==> config.mk <==
export PLATFORM = sky130hd
export DESIGN_NAME = tt_um_conn_probe
export DESIGN_NICKNAME = d
export VERILOG_FILES = /design/src/rtl/conn_probe_pkg.sv /design/src/rtl/conn_probe_lfsr.sv /design/src/rtl/tt_um_conn_probe.sv
export SDC_FILE = /design/constraint.sdc
export NUM_CORES = 1
export LEC_CHECK = 0
export BUFFER_PORTS_ARGS = -buffer_cell sky130_fd_sc_hd__buf_4
export CAP_MARGIN = 20
export CORE_UTILIZATION = 40
export CTS_CLUSTER_DIAMETER = 40
export DETAILED_ROUTE_END_ITERATION = 16
export HOLD_SLACK_MARGIN = 0.02
export PLACE_DENSITY_LB_ADDON = 0.25
export SYNTH_ARGS = -nofsm -noshare
export SYNTH_HDL_FRONTEND = slang
export SYNTH_SLANG_ARGS = --single-unit
==> constraint.sdc <==
create_clock -name clk -period 3.2 [get_ports clk]
set_clock_uncertainty 0.05 [all_clocks]
set_input_delay 0.16 -clock clk [delete_from_list [all_inputs] [get_ports clk]]
set_output_delay 0.16 -clock clk [all_outputs]
set_load 0.01 [all_outputs]
==> src/rtl/conn_probe_pkg.sv <==
// Shared types and constants for the tt_um_conn_probe connectivity probe.
// Optional embedded properties in the top are enabled with CONN_PROBE_FORMAL_EN.
package conn_probe_pkg;

  typedef enum logic [1:0] {
    MODE_LOOP   = 2'd0,
    MODE_WALK   = 2'd1,
    MODE_CHECK  = 2'd2,
    MODE_REPORT = 2'd3
  } mode_t;

  typedef enum logic [2:0] {
    S_IDLE   = 3'd0,
    S_LOOP   = 3'd1,
    S_WALK   = 3'd2,
    S_CHECK  = 3'd3,
    S_REPORT = 3'd4
  } state_t;

  localparam int W_MIN = 4;
  localparam int W_MAX = 8;

  // Status slice select: bit 2 picks err_cnt over cyc_cnt, bits 1:0 pick the W-bit lane.
  localparam int SLICE_ERR_BIT = 2;
  localparam int SLICE_LANE_W  = 2;

  localparam logic [W_MAX-1:0] LFSR_SEED_MAX = 8'hFF;

  // Maximal-length Fibonacci tap masks, bit i set means tap (i+1).
  function automatic logic [W_MAX-1:0] lfsr_taps(input int w);
    case (w)
      4:       return 8'h0C;
      5:       return 8'h14;
      6:       return 8'h30;
      7:       return 8'h60;
      default: return 8'hB8;
    endcase
  endfunction

  function automatic state_t mode_state(input mode_t m);
    case (m)
      MODE_LOOP:  return S_LOOP;
      MODE_WALK:  return S_WALK;
      MODE_CHECK: return S_CHECK;
      default:    return S_REPORT;
    endcase
  endfunction

endpackage

==> src/rtl/conn_probe_lfsr.sv <==
// W-bit Fibonacci LFSR: shifts left, parity of the tapped bits enters bit 0.
// Reset and load both return it to the all-ones seed.
module conn_probe_lfsr
  import conn_probe_pkg::*;
#(
  parameter int W = 8
) (
  input  logic         clk,
  input  logic         rst_n,
  input  logic         load,
  input  logic         advance,
  output logic [W-1:0] value
);

  localparam logic [W_MAX-1:0] TAPS_FULL = lfsr_taps(W);
  localparam logic [W-1:0]     TAPS      = TAPS_FULL[W-1:0];
  localparam logic [W-1:0]     SEED      = LFSR_SEED_MAX[W-1:0];

  logic feedback;

  assign feedback = ^(value & TAPS);

  always_ff @(posedge clk) begin
    if (!rst_n) begin
      value <= SEED;
    end else if (load) begin
      value <= SEED;
    end else if (advance) begin
      value <= {value[W-2:0], feedback};
    end
  end

endmodule

==> src/rtl/tt_um_conn_probe.sv <==
// Tile connectivity probe: loopback, walking-one, LFSR checker and counter readout.
// Define CONN_PROBE_FORMAL_EN to compile in the embedded properties and covers.
module tt_um_conn_probe
  import conn_probe_pkg::*;
#(
  parameter int W     = 8,
  parameter int CNT_W = 16
) (
  input  logic         clk,
  input  logic         rst_n,
  input  logic         ena,
  input  logic [W-1:0] ui_in,
  output logic [W-1:0] uo_out,
  input  logic [W-1:0] uio_in,
  output logic [W-1:0] uio_out,
  output logic [W-1:0] uio_oe
);

  generate
    if (W < W_MIN || W > W_MAX) begin : g_bad_w
      $error("tt_um_conn_probe: W must be in 4..8");
    end
    if (CNT_W < W || CNT_W > 4 * W) begin : g_bad_cnt_w
      $error("tt_um_conn_probe: CNT_W must be in W..4*W");
    end
  endgenerate

  state_t state, state_next;
  mode_t  mode;

  logic [W-1:0]     pattern, lfsr_value;
  logic [W-1:0]     uo_reg, uio_out_reg, uio_oe_reg;
  logic [W-1:0]     uo_next, uio_out_next, uio_oe_next;
  logic [CNT_W-1:0] cyc_cnt, err_cnt;
  logic [4*W-1:0]   cyc_ext, err_ext;
  logic [SLICE_LANE_W-1:0] slice_lane;
  logic enter_walk, enter_check, check_active, mismatch, clear;

  assign mode         = mode_t'(ui_in[W-1:W-2]);
  assign cyc_ext      = (4*W)'(cyc_cnt);
  assign err_ext      = (4*W)'(err_cnt);
  assign slice_lane   = ui_in[SLICE_LANE_W-1:0];
  assign enter_walk   = (state_next == S_WALK)  && (state != S_WALK);
  assign enter_check  = (state_next == S_CHECK) && (state != S_CHECK);
  assign check_active = ena && (state == S_CHECK);
  assign mismatch     = (uio_in != lfsr_value);
  assign clear        = ena && (state == S_REPORT) && ui_in[3];

  always_ff @(posedge clk) begin
    if (!rst_n) begin
      state <= S_IDLE;
    end else begin
      state <= state_next;
    end
  end

  // Output registers follow the state held this cycle, so a mode change never mixes lanes.
  always_comb begin
    state_next   = S_IDLE;
    uo_next      = '0;
    uio_out_next = '0;
    uio_oe_next  = '0;
    if (ena) begin
      state_next = mode_state(mode);
      case (state)
        S_LOOP:  uo_next = ui_in;
        S_WALK: begin
          uo_next      = pattern;
          uio_out_next = ~pattern;
          uio_oe_next  = '1;
        end
        S_CHECK: uo_next = err_cnt[W-1:0];
        S_REPORT: begin
          if (ui_in[SLICE_ERR_BIT]) begin
            uo_next = err_ext[slice_lane*W +: W];
          end else begin
            uo_next = cyc_ext[slice_lane*W +: W];
          end
        end
        default: uo_next = '0;
      endcase
    end
  end

  always_ff @(posedge clk) begin
    if (!rst_n) begin
      pattern     <= '0;
      cyc_cnt     <= '0;
      err_cnt     <= '0;
      uo_reg      <= '0;
      uio_out_reg <= '0;
      uio_oe_reg  <= '0;
    end else begin
      uo_reg      <= uo_next;
      uio_out_reg <= uio_out_next;
      uio_oe_reg  <= uio_oe_next;
      if (enter_walk) begin
        pattern <= W'(1);
      end else if (ena && state == S_WALK) begin
        pattern <= {pattern[W-2:0], pattern[W-1]};
      end
      // Clear wins over both the cycle increment and any error increment.
      if (clear) begin
        cyc_cnt <= '0;
        err_cnt <= '0;
      end else begin
        if (ena && cyc_cnt != '1) cyc_cnt <= cyc_cnt + CNT_W'(1);
        if (check_active && mismatch && err_cnt != '1) err_cnt <= err_cnt + CNT_W'(1);
      end
    end
  end

  conn_probe_lfsr #(.W(W)) u_lfsr (
    .clk     (clk),
    .rst_n   (rst_n),
    .load    (enter_check),
    .advance (check_active),
    .value   (lfsr_value)
  );

  assign uo_out  = ena ? uo_reg      : '0;
  assign uio_out = ena ? uio_out_reg : '0;
  assign uio_oe  = ena ? uio_oe_reg  : '0;

`ifdef CONN_PROBE_FORMAL_EN
  logic past_valid;

  always_ff @(posedge clk) begin
    if (!rst_n) past_valid <= 1'b1;
  end

  a_ena_gate: assert property (@(posedge clk)
    !ena |-> (uo_out == '0 && uio_out == '0 && uio_oe == '0));

  a_loop_echo: assert property (@(posedge clk)
    past_valid && ena && $past(ena) && $past(rst_n) && $past(state) == S_LOOP
    |-> uo_out == $past(ui_in));

  a_walk_onehot: assert property (@(posedge clk)
    past_valid && ena && $past(ena) && $past(rst_n) && $past(state) == S_WALK
    |-> $onehot(uo_out));

  a_cnt_mono: assert property (@(posedge clk)
    past_valid && $past(rst_n) && !$past(clear)
    |-> (cyc_cnt >= $past(cyc_cnt) && err_cnt >= $past(err_cnt)));

  c_idle:   cover property (@(posedge clk) state == S_IDLE);
  c_loop:   cover property (@(posedge clk) state == S_LOOP);
  c_walk:   cover property (@(posedge clk) state == S_WALK);
  c_check:  cover property (@(posedge clk) state == S_CHECK);
  c_report: cover property (@(posedge clk) state == S_REPORT);
`else
  // Default build carries no embedded properties; the datapath above is unchanged.
`endif

endmodule
# After elaboration in Yosys (flattened, before gate mapping)
# Cells that the tools add are included.
[word_totals]
ff_bits = 75
elab_cells = 55
inputBits = 19
output_inout_bits = 24
[op_classes]
addsub = 2
reduce_logical = 17
n_mux = 10
shift = 2
bitwise_logic = 2
eq_ne = 13
[op_table]
columns = ["operator", "n"]
rows = [
  ["variable part select 32 x 6 -> 8 bit", 2],
  ["2-to-1 mux 8 bit", 5],
  ["adder 16 x 1 -> 16 bit, second input constant", 2],
  ["!= test 16 bit, second input constant", 2],
  ["case mux 8 bit (4 select lines)", 1],
  ["== test 3 x 2 -> 1 bit, second input constant", 4],
  ["logical AND 1 bit", 9],
  ["case mux 3 bit (3 select lines)", 1],
  ["!= test 8 bit", 1],
  ["NOT 8 bit", 1],
  ["XOR reduction 8 bit", 1],
  ["!= test 3 x 2 -> 1 bit, second input constant", 2],
  ["OR reduction 2 bit", 3],
  ["== test 3 x 1 -> 1 bit, second input constant", 1],
  ["== test 3 bit, second input constant", 1],
  ["2-to-1 mux 3 bit", 1],
  ["AND reduction 3 bit", 1],
  ["== test 2 x 1 -> 1 bit, second input constant", 1],
  ["== test 2 bit, second input constant", 1],
  ["logical NOT 2 bit", 1],
  ["2-to-1 mux 1 bit", 2],
  ["AND reduction 2 bit", 1],
  ["nonzero test 2 bit", 1],
  ["NOT 1 bit", 1],
]

# Depth between registers and ports, before layout
[logic_depth]
ltp_word = 6
ltp_mapped = 7
depth_no_buf = 6

# Cells and area by module
# From an unflattened synthesis, not the netlist that was laid out.
[hier_totals]
hier_cells = 403
hier_area_um2 = 3554.7
[modules_own_cells]
columns = ["mod", "seq_area_each_um2", "cells_per_inst", "instances", "area_per_inst_um2"]
rows = [
  ["tt_um_conn_probe", 1201.2, 373, 1, 3241.9],
  ["conn_probe_lfsr", 160.2, 30, 1, 312.8],
]

# Least setup slack after synthesis
# OpenSTA, ideal clock, no wires.
[synth_timing]
path_type = "register to register"
start = "reg err_cnt[0]"
end = "reg err_cnt[7]"
path_stages_with_launch = 8
required_time_ns = 3.091
t_arrival_ns = 1.668
path_slack_ns = 1.423
path_cell_list = "dfxtp_1 ha_1 and4_1 buf_2 nand4_1 o2111ai_1 or4_1 nand2_1"
[synth_between]
elab_chain_len = 2
word_cells_on_any_way = 3
classes_between = "1 x add/sub; 1 x eq/ne; 1 x reduce/logical"
[synth_rtl]
columns = ["element", "line_no", "source"]
rows = [
  ["start: declaration", "tt_um_conn_probe.sv:34", "logic [CNT_W-1:0] cyc_cnt, err_cnt;"],
  ["start signal: assignment", "tt_um_conn_probe.sv:108", "if (check_active && mismatch && err_cnt != '1) err_cnt <= err_cnt + CNT_W'(1);"],
  ["parallel branches: the longest is 2 deep, another holds adder 16 x 1 -> 16 bit", "n/a", ""],
]
# Parallel ways; which one is timed is not known.
# A chain may end at the register's enable or synchronous reset.

# Final worst setup path
[layout_timing]
start = "reg state[0]"
end = "reg err_cnt[4]"
[layout_between]
elab_chain_len = 4
word_cells_on_any_way = 8
classes_between = "2 x eq/ne; 6 x reduce/logical"
[layout_rtl]
columns = ["element", "line_no", "source"]
rows = [
  ["start: declaration", "tt_um_conn_probe.sv:28", "state_t state, state_next;"],
  ["start signal: assignment", "tt_um_conn_probe.sv:53", "state <= state_next;"],
  ["== test 3 bit / == test 3 x 2 -> 1 bit (equally long branches)", "tt_um_conn_probe.sv:47, tt_um_conn_probe.sv:45", ""],
  ["logical AND 1 bit (on tied branches)", "tt_um_conn_probe.sv:47, tt_um_conn_probe.sv:45", ""],
  ["logical AND 1 bit (on tied branches)", "tt_um_conn_probe.sv:47, tt_um_conn_probe.sv:108", ""],
  ["OR reduction 2 bit (no line) / logical AND 1 bit (equally long branches)", "n/a", ""],
]
# Parallel ways exist; a longest one is shown, timed or not.

==> flow_summary.yaml <==
sta:
  rsz0062_at_grt: "no"
  setup_viol: 0
  slew_viol_final: 0
  timing.setup.tns_ps: 0
  period_minus_slack_ps: 2350
  worst_pin_slew_ps: 842
  final-hold-violation-count: 0
  slew-limit-headroom_pct: 43.5
  max_freq_ghz: 0.425
  fin_crit_sh_pct: 73.6
detailed_routing:
  final_antenna_net_count: 0
  wl_um: 8080
  avgRoutedWirePerCell_um: 14.7
  num_vias: 2996
  vias_per_cell: 5.44
  drt_iter0_markers: 193
  drcViolationCount: 1
  first_pass_iters: 10
die:
  ios: 43
  die_w_um: 96.6
  dieArea_sq_mm: 0.00934
  coreArea_sq_mm: 0.00868
  floorplan.initialDensity_pct: 41.3
  num_rows: 34
  die_h_um: 96.6
hold_path:
  worstHoldStart: "rst_n"
  hp-class: "in2reg"
setup_path:
  cp.arrival_ps: 2580
  cp-startpoint: "state[0]"
  critical_path_class: "reg2reg"
  critPathLaunchType: "flop"
  critPathCaptureType: "flop"
  r2r_slack_ps: 850
  cp_max_fo: 18
  cp.required_ps: 3420
  r2r-start: "state[0]"
synthesis:
  syn-num-nets: 435
  synth_top_family_by_area: "simple AND/OR/NAND/NOR gates"
  synth-xor-area-share_pct: 5.87
  yosysMostFrequentCell: "dfxtp_1"
  ys_async_sr_fraction_pct: 0
  synth-simple-area-share_pct: 29.0
  synthDistinctLibCells: 55
  ys_warn_count: 0
  syn_inst: 411
  synthTopCellsByCount: "dfxtp_1 (68), nand2_1 (52), nor2_1 (46), a21oi_1 (27)"
  muxShareOfSynthArea_pct: 7.82
  synth_area_per_cell_sq_um: 8.72
  seq_area_frac_synth_pct: 38.0
  ys_ff_latch: 68
  synth.cell_area_sq_mm: 0.00358
  synthAdderAreaFrac_pct: 1.75
  synthFlopType: "dfxtp_1"
  synth-compound-area-share_pct: 12.7
  yosysTopAreaCell: "dfxtp_1"
  synth-edff-count: 0
  synth_top_area_share_pct: 38.0
  synthTopCellsByArea: "dfxtp_1 (38%), nand2_1 (5.4%), mux4_2 (5.0%)"
power:
  p_total_mw: 1.75
  ir_drop_mv: 0.224
  power_leakage_nw: 1.61
  power_density_mw_per_mm2: 426
grt:
  met2_usage_pct: 27.4
  grtUsageTotal_pct: 18.1
  grt.overflow.total: 0
  grt_max_degree: 31
  grtUsageMet1_pct: 24.6
  grt.busiest_layer: "met2"
  antenna_found_initial: 0
  grt_pass1_vias: 2767
  grt_util_met3_pct: 3.83
  grt_first_pass_wirelength_um: 13600
outcome:
  status: "complete, but fails checks"
  violations: "DRC"
clock_tree:
  cts_resized: 0
  clkLatencyLatePin_ps: 350
  cts.path.max_buffers: 2
  numCtsBuffers: 9
  clk_pin_slew_worst_paths_ps: 80
  cts_tree: "built"
  cts_sinks: 68
  cts_max_level: 3
  root_buffer: "clkbuf_8"
  cts_hold_buf: 0
  cts_setup_buffers: 0
layout:
  reg_top3: "cyc_cnt (16), err_cnt (16)"
  finalNonFillerCells: 551
  register_area_sq_mm: 0.00136
  drive_gt1_share_pct: 19.9
  nNetsFinal: 462
  n_antenna_cell: 0
  final_util_pct: 47.3
  final_area_sq_mm: 0.00410
  fillCellCount: 871
  syn_to_final_growth_pct: 14.5
  multi_input_area_sq_mm: 0.00205
placed_design:
  place.gp.congestion: 0.800
  dp_hpwl_um: 5830
  placed_area_sq_mm: 0.00389
  post-place-cells: 535
  portBuffers: 42
job:
  drv_cap: 0
[through the flow]
| step | hold WS (ps) | setup WS [ps] |
|---|---|---|
| 2_1_floorplan | 352 | 1420 |
| 3_3_place_gp | 404 | 967 |
| 3_5_place_dp | 405 | 863 |
| 4_1_cts | 54.4 | 845 |
| 5_1_grt | 55.7 | 664 |
| 6_report | 58.7 | 845 |
[path summary, 6_finish.rpt]
kind                    endpoint  depth (start not counted)
setup / recovery      err_cnt[4]                          5
hold / removal        pattern[0]                          2
setup reg to reg      err_cnt[4]                          5
hold reg to reg   uio_out_reg[1]                          1
[layer usage]
| metal | wire length [um] | vias up |
|---|---|---|
| li1 | - | 1513 |
| met1 | 3850 | 1382 |
| met2 | 3600 | 82 |
| met3 | 388 | 19 |
| met4 | 240 | 0 |
| met5 | 0 | - |
[final cells by class]
| class | count | area share [%] |
|---|---|---|
| clock inverters | 6 | 2.17 |
| clock buffers | 10 | 3.11 |
| flip-flops and latches | 68 | 33.2 |
| well taps | 108 | 3.29 |
| inverters | 4 | 0.366 |
| repair buffers | 43 | 7.87 |
| multi-input cells | 312 | 50.0 |
[logic make-up (layout without fill, tap and decap cells)]
logic type | Yosys count | in the layout
simple gates | 196 | 196
compound gates | 70 | 70
flops | 68 | 68
buf+inv | 31 | 63
xor+xnor | 24 | 24
mux | 17 | 17
fa+ha+maj | 5 | 5
[report_power, final]
part / leakage, nW / internal [mW] / switching (mW)
sequential: 0.549 / 0.854 / 0.0118
combinational: 0.960 / 0.0455 / 0.0563
clock: 0.102 / 0.439 / 0.340
total: 1.61 / 1.34 / 0.408
[worst max-delay path: stages (launching register included)]
cell and delay (ps):
dfxtp_1 690, and3b_1 270, and2_1 390, o21ai_4 220
or4_1 500, a21oi_1 160
[cell usage in the layout, fill, tap and decap left out, types with 2 or more instances in the layout]
| cell | netlist | final |
|---|---|---|
| dfxtp_1 | 68 | 68 |
| nand2_1 | 52 | 52 |
| nor2_1 | 46 | 46 |
| buf_4 | 8 | 43 |
| a21oi_1 | 27 | 27 |
| and2_1 | 18 | 18 |
| nand3_1 | 18 | 18 |
| xnor2_1 | 14 | 14 |
| nand4_1 | 12 | 12 |
| xor2_1 | 10 | 10 |
| or4_1 | 10 | 10 |
| o21ai_0 | 10 | 9 |
| clkbuf_8 | 0 | 9 |
| mux4_2 | 8 | 8 |
| mux2_2 | 8 | 8 |
| a22oi_1 | 8 | 8 |
| nor3_1 | 8 | 8 |
| and3_1 | 7 | 7 |
| o31ai_1 | 7 | 7 |
| ha_1 | 5 | 5 |
| inv_1 | 4 | 4 |
| and4_1 | 4 | 4 |
| nand2b_1 | 3 | 3 |
| o21ai_1 | 3 | 3 |
| or3_1 | 3 | 3 |
| nand3b_1 | 2 | 2 |
| o21ai_2 | 1 | 2 |
| nor4_1 | 2 | 2 |
| o21a_1 | 2 | 2 |
| o211ai_1 | 2 | 2 |
| clkinvlp_4 | 0 | 2 |
| bufinv_16 | 0 | 2 |
Power figures use the tool's default switching activity.
